==> src/rtl/audio_sample_fifo.sv <==
// Stereo PCM sample FIFO between a bus-side writer and an I2S consumer.
// The writer supplies left then right samples; each right strobe pushes one
// 48-bit stereo entry. The head entry is visible without a read request, and
// the consumer pops it by asserting fifo_ready.
module audio_sample_fifo #(
  parameter int DEPTH    = 16,
  parameter int AW       = 4,
  parameter int LOW_MARK = 4
) (
  input  logic          clk,
  input  logic          rst,
  input  logic          wr_left,
  input  logic          wr_right,
  input  logic [23:0]   wr_data,
  input  logic          clear_status,
  output logic [47:0]   fifo_data,
  output logic          fifo_valid,
  input  logic          fifo_ready,
  output logic [AW:0]   level,
  output logic          full,
  output logic          empty,
  output logic          low_irq,
  output logic          overflow,
  output logic [15:0]   underrun_count
);

  localparam logic [AW:0] DEPTH_L = (AW+1)'(DEPTH);
  localparam logic [AW:0] LOW_L   = (AW+1)'(LOW_MARK);

  logic [47:0]   mem [DEPTH];
  logic [AW-1:0] wr_ptr;
  logic [AW-1:0] rd_ptr;
  logic [AW:0]   level_q;
  logic [23:0]   left_hold;
  // Last entry handed to the consumer; shown while the FIFO is empty so the
  // output does not drift onto stale storage after a drain.
  logic [47:0]   last_data;
  logic [47:0]   push_data;
  logic          push_ok;
  logic          pop;
  logic          underrun;

  // Flags decode straight from the registered level.
  assign empty      = (level_q == '0);
  assign full       = (level_q == DEPTH_L);
  assign fifo_valid = ~empty;
  assign level      = level_q;
  assign fifo_data  = empty ? last_data : mem[rd_ptr];

  // A simultaneous left+right strobe is a mono sample written to both halves.
  assign push_data = wr_left ? {wr_data, wr_data} : {left_hold, wr_data};
  assign push_ok   = wr_right & ~full;
  assign pop       = fifo_valid & fifo_ready;
  assign underrun  = fifo_ready & empty;

  // Sample storage: written on accepted pushes only, never reset.
  always_ff @(posedge clk) begin
    if (!rst && push_ok) begin
      mem[wr_ptr] <= push_data;
    end
  end

  // Pointers, level and the held left sample.
  always_ff @(posedge clk) begin
    if (rst) begin
      wr_ptr    <= '0;
      rd_ptr    <= '0;
      level_q   <= '0;
      left_hold <= '0;
      last_data <= '0;
    end else begin
      if (wr_left) begin
        left_hold <= wr_data;
      end
      if (push_ok) begin
        wr_ptr <= wr_ptr + 1'b1;
      end
      if (pop) begin
        rd_ptr    <= rd_ptr + 1'b1;
        last_data <= mem[rd_ptr];
      end
      case ({push_ok, pop})
        2'b10:   level_q <= level_q + 1'b1;
        2'b01:   level_q <= level_q - 1'b1;
        default: level_q <= level_q;
      endcase
    end
  end

  // Sticky status: overflow on a dropped push, saturating underrun count;
  // clear_status wins over a same-cycle event.
  always_ff @(posedge clk) begin
    if (rst) begin
      overflow       <= 1'b0;
      underrun_count <= '0;
    end else if (clear_status) begin
      overflow       <= 1'b0;
      underrun_count <= '0;
    end else begin
      if (wr_right && full) begin
        overflow <= 1'b1;
      end
      if (underrun && underrun_count != 16'hFFFF) begin
        underrun_count <= underrun_count + 16'd1;
      end
    end
  end

  // Almost-empty interrupt, one clock behind the level it is derived from.
  always_ff @(posedge clk) begin
    if (rst) begin
      low_irq <= 1'b1;
    end else begin
      low_irq <= (level_q <= LOW_L);
    end
  end

endmodule

==> config.mk <==
export PLATFORM = sky130hd
export DESIGN_NAME = audio_sample_fifo
export DESIGN_NICKNAME = d
export VERILOG_FILES = /design/src/rtl/audio_sample_fifo.sv
export SDC_FILE = /design/constraint.sdc
export NUM_CORES = 1
export LEC_CHECK = 0
export ABC_AREA = 1
export CAP_MARGIN = 20
export CORE_MARGIN = 5
export CORE_UTILIZATION = 25
export DETAILED_ROUTE_END_ITERATION = 8
export GPL_ROUTABILITY_DRIVEN = 0
export PLACE_DENSITY_LB_ADDON = 0.3
export SLEW_MARGIN = 20
export SYNTH_ARGS = -nofsm -noshare
export SYNTH_HDL_FRONTEND = slang
export SYNTH_SLANG_ARGS = --single-unit
==> constraint.sdc <==
create_clock -name clk -period 4.46 [get_ports clk]
set_input_delay 0.892 -clock clk [delete_from_list [all_inputs] [get_ports clk]]
set_output_delay 0.892 -clock clk [all_outputs]
set_load 0.01 [all_outputs]
# Yosys cells after proc, flatten, opt, wreduce, memory -nomap -nowiden
# Memories as Yosys holds them, arrays and structs flattened. A register that Yosys moved wholly into a read port is not among the register bits.
# Cells that the tools add are included.
# totals
ram_bits	768
wordCells	38
latch_bits	0
mem_count	1
out_inout_bits	74
in_bits	30
regBits	103
rom_bits	0
# mem_list
memory	words	word_bits	rd	rd_ports_with_merged_regs	write_ports	line_no	text
mem	16	48	1	1	1	30	logic [47:0] mem [DEPTH];
# classes
n_mul	0
n_eq_ne	4
n_addsub	5
muxes	7
reduce_logical	7
magnitude_cmp	1
shifts	0
div	0
bitwise	5
# ops
operator	n
two-way mux 48 bit	2
adder 16 x 1 -> 16 bit, second input constant	1
inequality test 16 bit, second input constant	1
case mux 5 bit (2 select lines)	1
adder 4 x 1 -> 4 bit, second input constant	2
two-way mux 4 bit	2
adder 5 x 1 -> 5 bit, second input constant	1
equality test 5 bit, second input constant	1
<= comparator 5 x 3 -> 1 bit, second input constant	1
logical NOT 5 bit	1
subtractor 5 x 1 -> 5 bit, second input constant	1
AND 1 bit	3
logical AND 1 bit	3
equality test 2 x 1 -> 1 bit, second input constant	1
equality test 2 bit, second input constant	1
two-way mux 1 bit	2
NOT 1 bit	2
nonzero test 2 bit	1
OR reduction 2 bit	1
logical NOT 1 bit	1

# Logic depth before layout (Yosys ltp)
# Gate-level depths: netlist of run 1.
# logic_depth
ltp_word	6
mapped_depth	15
mapped_depth_nobuf	14

# Worst setup path before layout of run 1
# Ideal clock, no wire load.
# synth_timing
path_kind	input to register
from	input rst
to	memory mem[15][0], enable pin
cell_stages	5
path_slack_ns	0.406
setup_time_ns	0.454
t_required_ns	4.006
path_buffers	2
t_arrival_ns	3.601
cell_sequence	clkbuf_1 -> inv_1 -> clkbuf_1 -> nand3_1 -> nor2_1
# synth_via
elab_chain_cells	4
# synth_lines
element	line_no	text
from (decl)	11	input logic rst,
logical NOT 1 bit	58	if (!rst && push_ok) begin
logical AND 1 bit	58	
two-way mux 1 bit	58	
two-way mux 1 bit (not written as such)	59	mem[wr_ptr] <= push_data;
to (decl)	30	
# Every way passes these cells.

==> results.txt, run 1 <==
Status - finished clean
FMAX - 0.243 GHz
Worst hold path type - reg2reg
Number of distinct library cells after synthesis - 31
Core ar. - 143000 sq um
Chip Height - 390 um
Final net count - 3305
Post-CTS setup buffer count - 0
Initial antenna violation count - 3
Worst setup path end - fifo_data[11]
Most common cell after layout, fill and taps aside - edfxtp_1
Reg-to-reg endpoint - level[2]$_SDFFE_PP0P_
R2R depth - 13
Setup tns final - 0 ps
Final ANT Viol Nets - 0
PwrDens - 540 nW/um^2
Initial DRC Count - 1491
Later-pin clock latency in the skew report - 650 ps
Final setup margin - 352 ps
Hold-fix buffers, CTS - 0
Synth Area per Inst - 11.4 sq um
Setup crit start kind - flip-flop
CTS Buf Count - 94
CTS root buffer - clkbuf_16
Vias/cell - 4.38
Commonest non-fill, non-tap cells in the layout - edfxtp_1 (768), inv_1 (517), nand2_1 (399), nand3_1 (308), a21oi_1 (279)
Global-route wire length before repair - 144000 um
Yosys reg bits - 875
Max Cap Viol - 0
Total congestion overflow - 0
Clock transition at path regs - 60 ps
R2r startpoint - level[0]$_SDFFE_PP0P_
Fin crit period - 4110 ps
Clk_skew - 24.9 ps
Rel. slew slack - 38.0%
Ports - 104
Pleak - 15.3 nW
Synth area leader - edfxtp_1
YS warnings - 0
GRT Total Usage - 12.5%
CTS tree - yes
Slew Limit Fails - 0
Vias post-DR - 23000
Post-synth top area share - 63.9%
Sink Count - 875
WP data arrival - 3220 ps
Initial core utilization - 25.1%
# rows - 139
H-tree depth - 3
Number of global-route vias before repair - 21800
Die width - 390 um
Die ar. - 152000 sq um
Syn Nets - 3214
Hold_ws - 470 ps
Slew at the pin with the worst max-slew slack - 931 ps
Hold_sp - left_hold[1]$_SDFFE_PP0P_
Final Hold Fails - 0
Setup violators final - 0
Dpl ws - 1010 ps
DR WL/cell - 18.5 um
Clock Path Buffers - 3
Layout area overhead - 18.8%
Proportion of layout cells with a drive suffix above 1 - 7.57%
DP Wirelength - 53200 um
RSZ-0062 raised after global routing - false
Largest net degree at the start of global routing - 99
Crit end category - output port
Synth Instances - 3176
Critical Path Fanout Max - 49
Detailed Route WL - 97100 um
Worst VDD drop - 0.000289 V
Part of the Yosys area used for sequential elements - 69.9%
Fin crit share - 92.1%
Kind of critical path - reg2out
Worst reg-to-reg setup slack - 1100 ps
Area contributors post-synth - edfxtp_1 (64%), dfxtp_1 (5.9%), inv_1 (5.4%)
Port Buffers - 103
WP data required - 3570 ps
Area of the mapped netlist - 36100 sq um
DRC Markers - 0
1st-pass router iterations - 7
Post-CTS resize count - 0
cell usage after synthesis:
cell and number:
edfxtp_1 768, inv_1 518, nand2_1 399, nand3_1 308
a21oi_1 279, o21ai_0 254, o211ai_1 192, dfxtp_1 107
clkbuf_1 82, buf_2 62, nor2_1 55, o21ai_1 50
buf_1 28, buf_4 19, xor2_1 9, ha_1 8
nor3_1 8, buf_6 6, nand4_1 6, nor2_2 3
nor3_2 3, nand2_2 2, nor3b_1 2, a31oi_1 1
clkinv_1 1, inv_2 1, nand3_4 1, nand3b_1 1
nor4_1 1, o31ai_1 1, xnor2_1 1
cell families after synthesis:
| group | synth area share [%] |
|---|---|
| compound gates | 12.1 |
| xor+xnor | 0.243 |
| fa+ha+maj | 0.277 |
| buf+inv | 8.00 |
| flops | 69.9 |
| simple gates | 9.51 |
worst max-delay path, cell delays in order, from the launching register on:
cell and delay (ps):
dfxtp_4 740, buf_12 340, buf_12 250, o211ai_1 110, nand3_1 90, nand3_1 80
nand2_1 140, nand2_1 70, o21ai_0 80, clkdlybuf4s50_1 590
area by class of cell:
class	instances	area (sq um)
fill	14500	101000
sequential	875	25200
multi-input combinational	1584	8120
clock buffer	132	2610
tap	1903	2380
timing repair buffer	192	2220
inverter	520	1950
clock inverter	38	342
antenna	1	2.50
sequential cells by signal, indices dropped and copies added, names as in the netlist, named ones only:
name / cells
last_data: 48
left_hold: 24
level: 5
low_irq: 1
mem: 768
overflow: 1
rd_ptr: 4
underrun_count: 16
wr_ptr: 4
where the power goes:
group | switching, mW | internal (mW) | leakage [nW]
clock network | 3.18 | 4.36 | 1.44
logic | 3.82 | 2.33 | 6.04
registers | 0.194 | 9.25 | 7.84
total | 7.19 | 15.9 | 15.3
stage by stage:
| step | power [mW] | util (%) | instances | instance area, sq um |
|---|---|---|---|---|
| after floorplan | 13.3 | - | 3176 | 36100 |
| after global placement | 15.9 | 27.8 | 5074 | 39900 |
| after detailed placement | 15.9 | 27.8 | 5074 | 39900 |
| after CTS | 23.5 | 29.9 | 5244 | 42800 |
| after global routing | 24.5 | 29.9 | 5244 | 42800 |
| final | 23.1 | 29.9 | 5245 | 42800 |
routing by layer:
metal,up-vias,global-route usage [%],routed length (um)
li1,11200,-,-
met1,11200,17.3,45000
met2,465,20.4,45100
met3,128,2.20,4810
met4,2,3.01,2070
met5,-,0,13
worst min-delay path by stage:
stage / to / slack (ps) / cells past startpoint
after floorplan: left_hold[23]$_SDFFE_PP0P_ / 450 / 2
after global placement: left_hold[1]$_SDFFE_PP0P_ / 460 / 2
after CTS: left_hold[1]$_SDFFE_PP0P_ / 470 / 2
after global routing: left_hold[3]$_SDFFE_PP0P_ / 480 / 2
final: left_hold[1]$_SDFFE_PP0P_ / 470 / 2
after detailed placement: left_hold[10]$_SDFFE_PP0P_ / 460 / 2
No activity file was read; power rests on OpenSTA's default activity.
==> run 2: changes to the inputs <==
--- a/config.mk
+++ b/config.mk
@@ -12,7 +12,6 @@
 export DETAILED_ROUTE_END_ITERATION = 8
 export GPL_ROUTABILITY_DRIVEN = 0
 export PLACE_DENSITY_LB_ADDON = 0.3
-export SLEW_MARGIN = 20
 export SYNTH_ARGS = -nofsm -noshare
 export SYNTH_HDL_FRONTEND = slang
 export SYNTH_SLANG_ARGS = --single-unit
==> results of run 2 <==
Same layout as run 1: the final DEF is identical, and so are final timing and power.
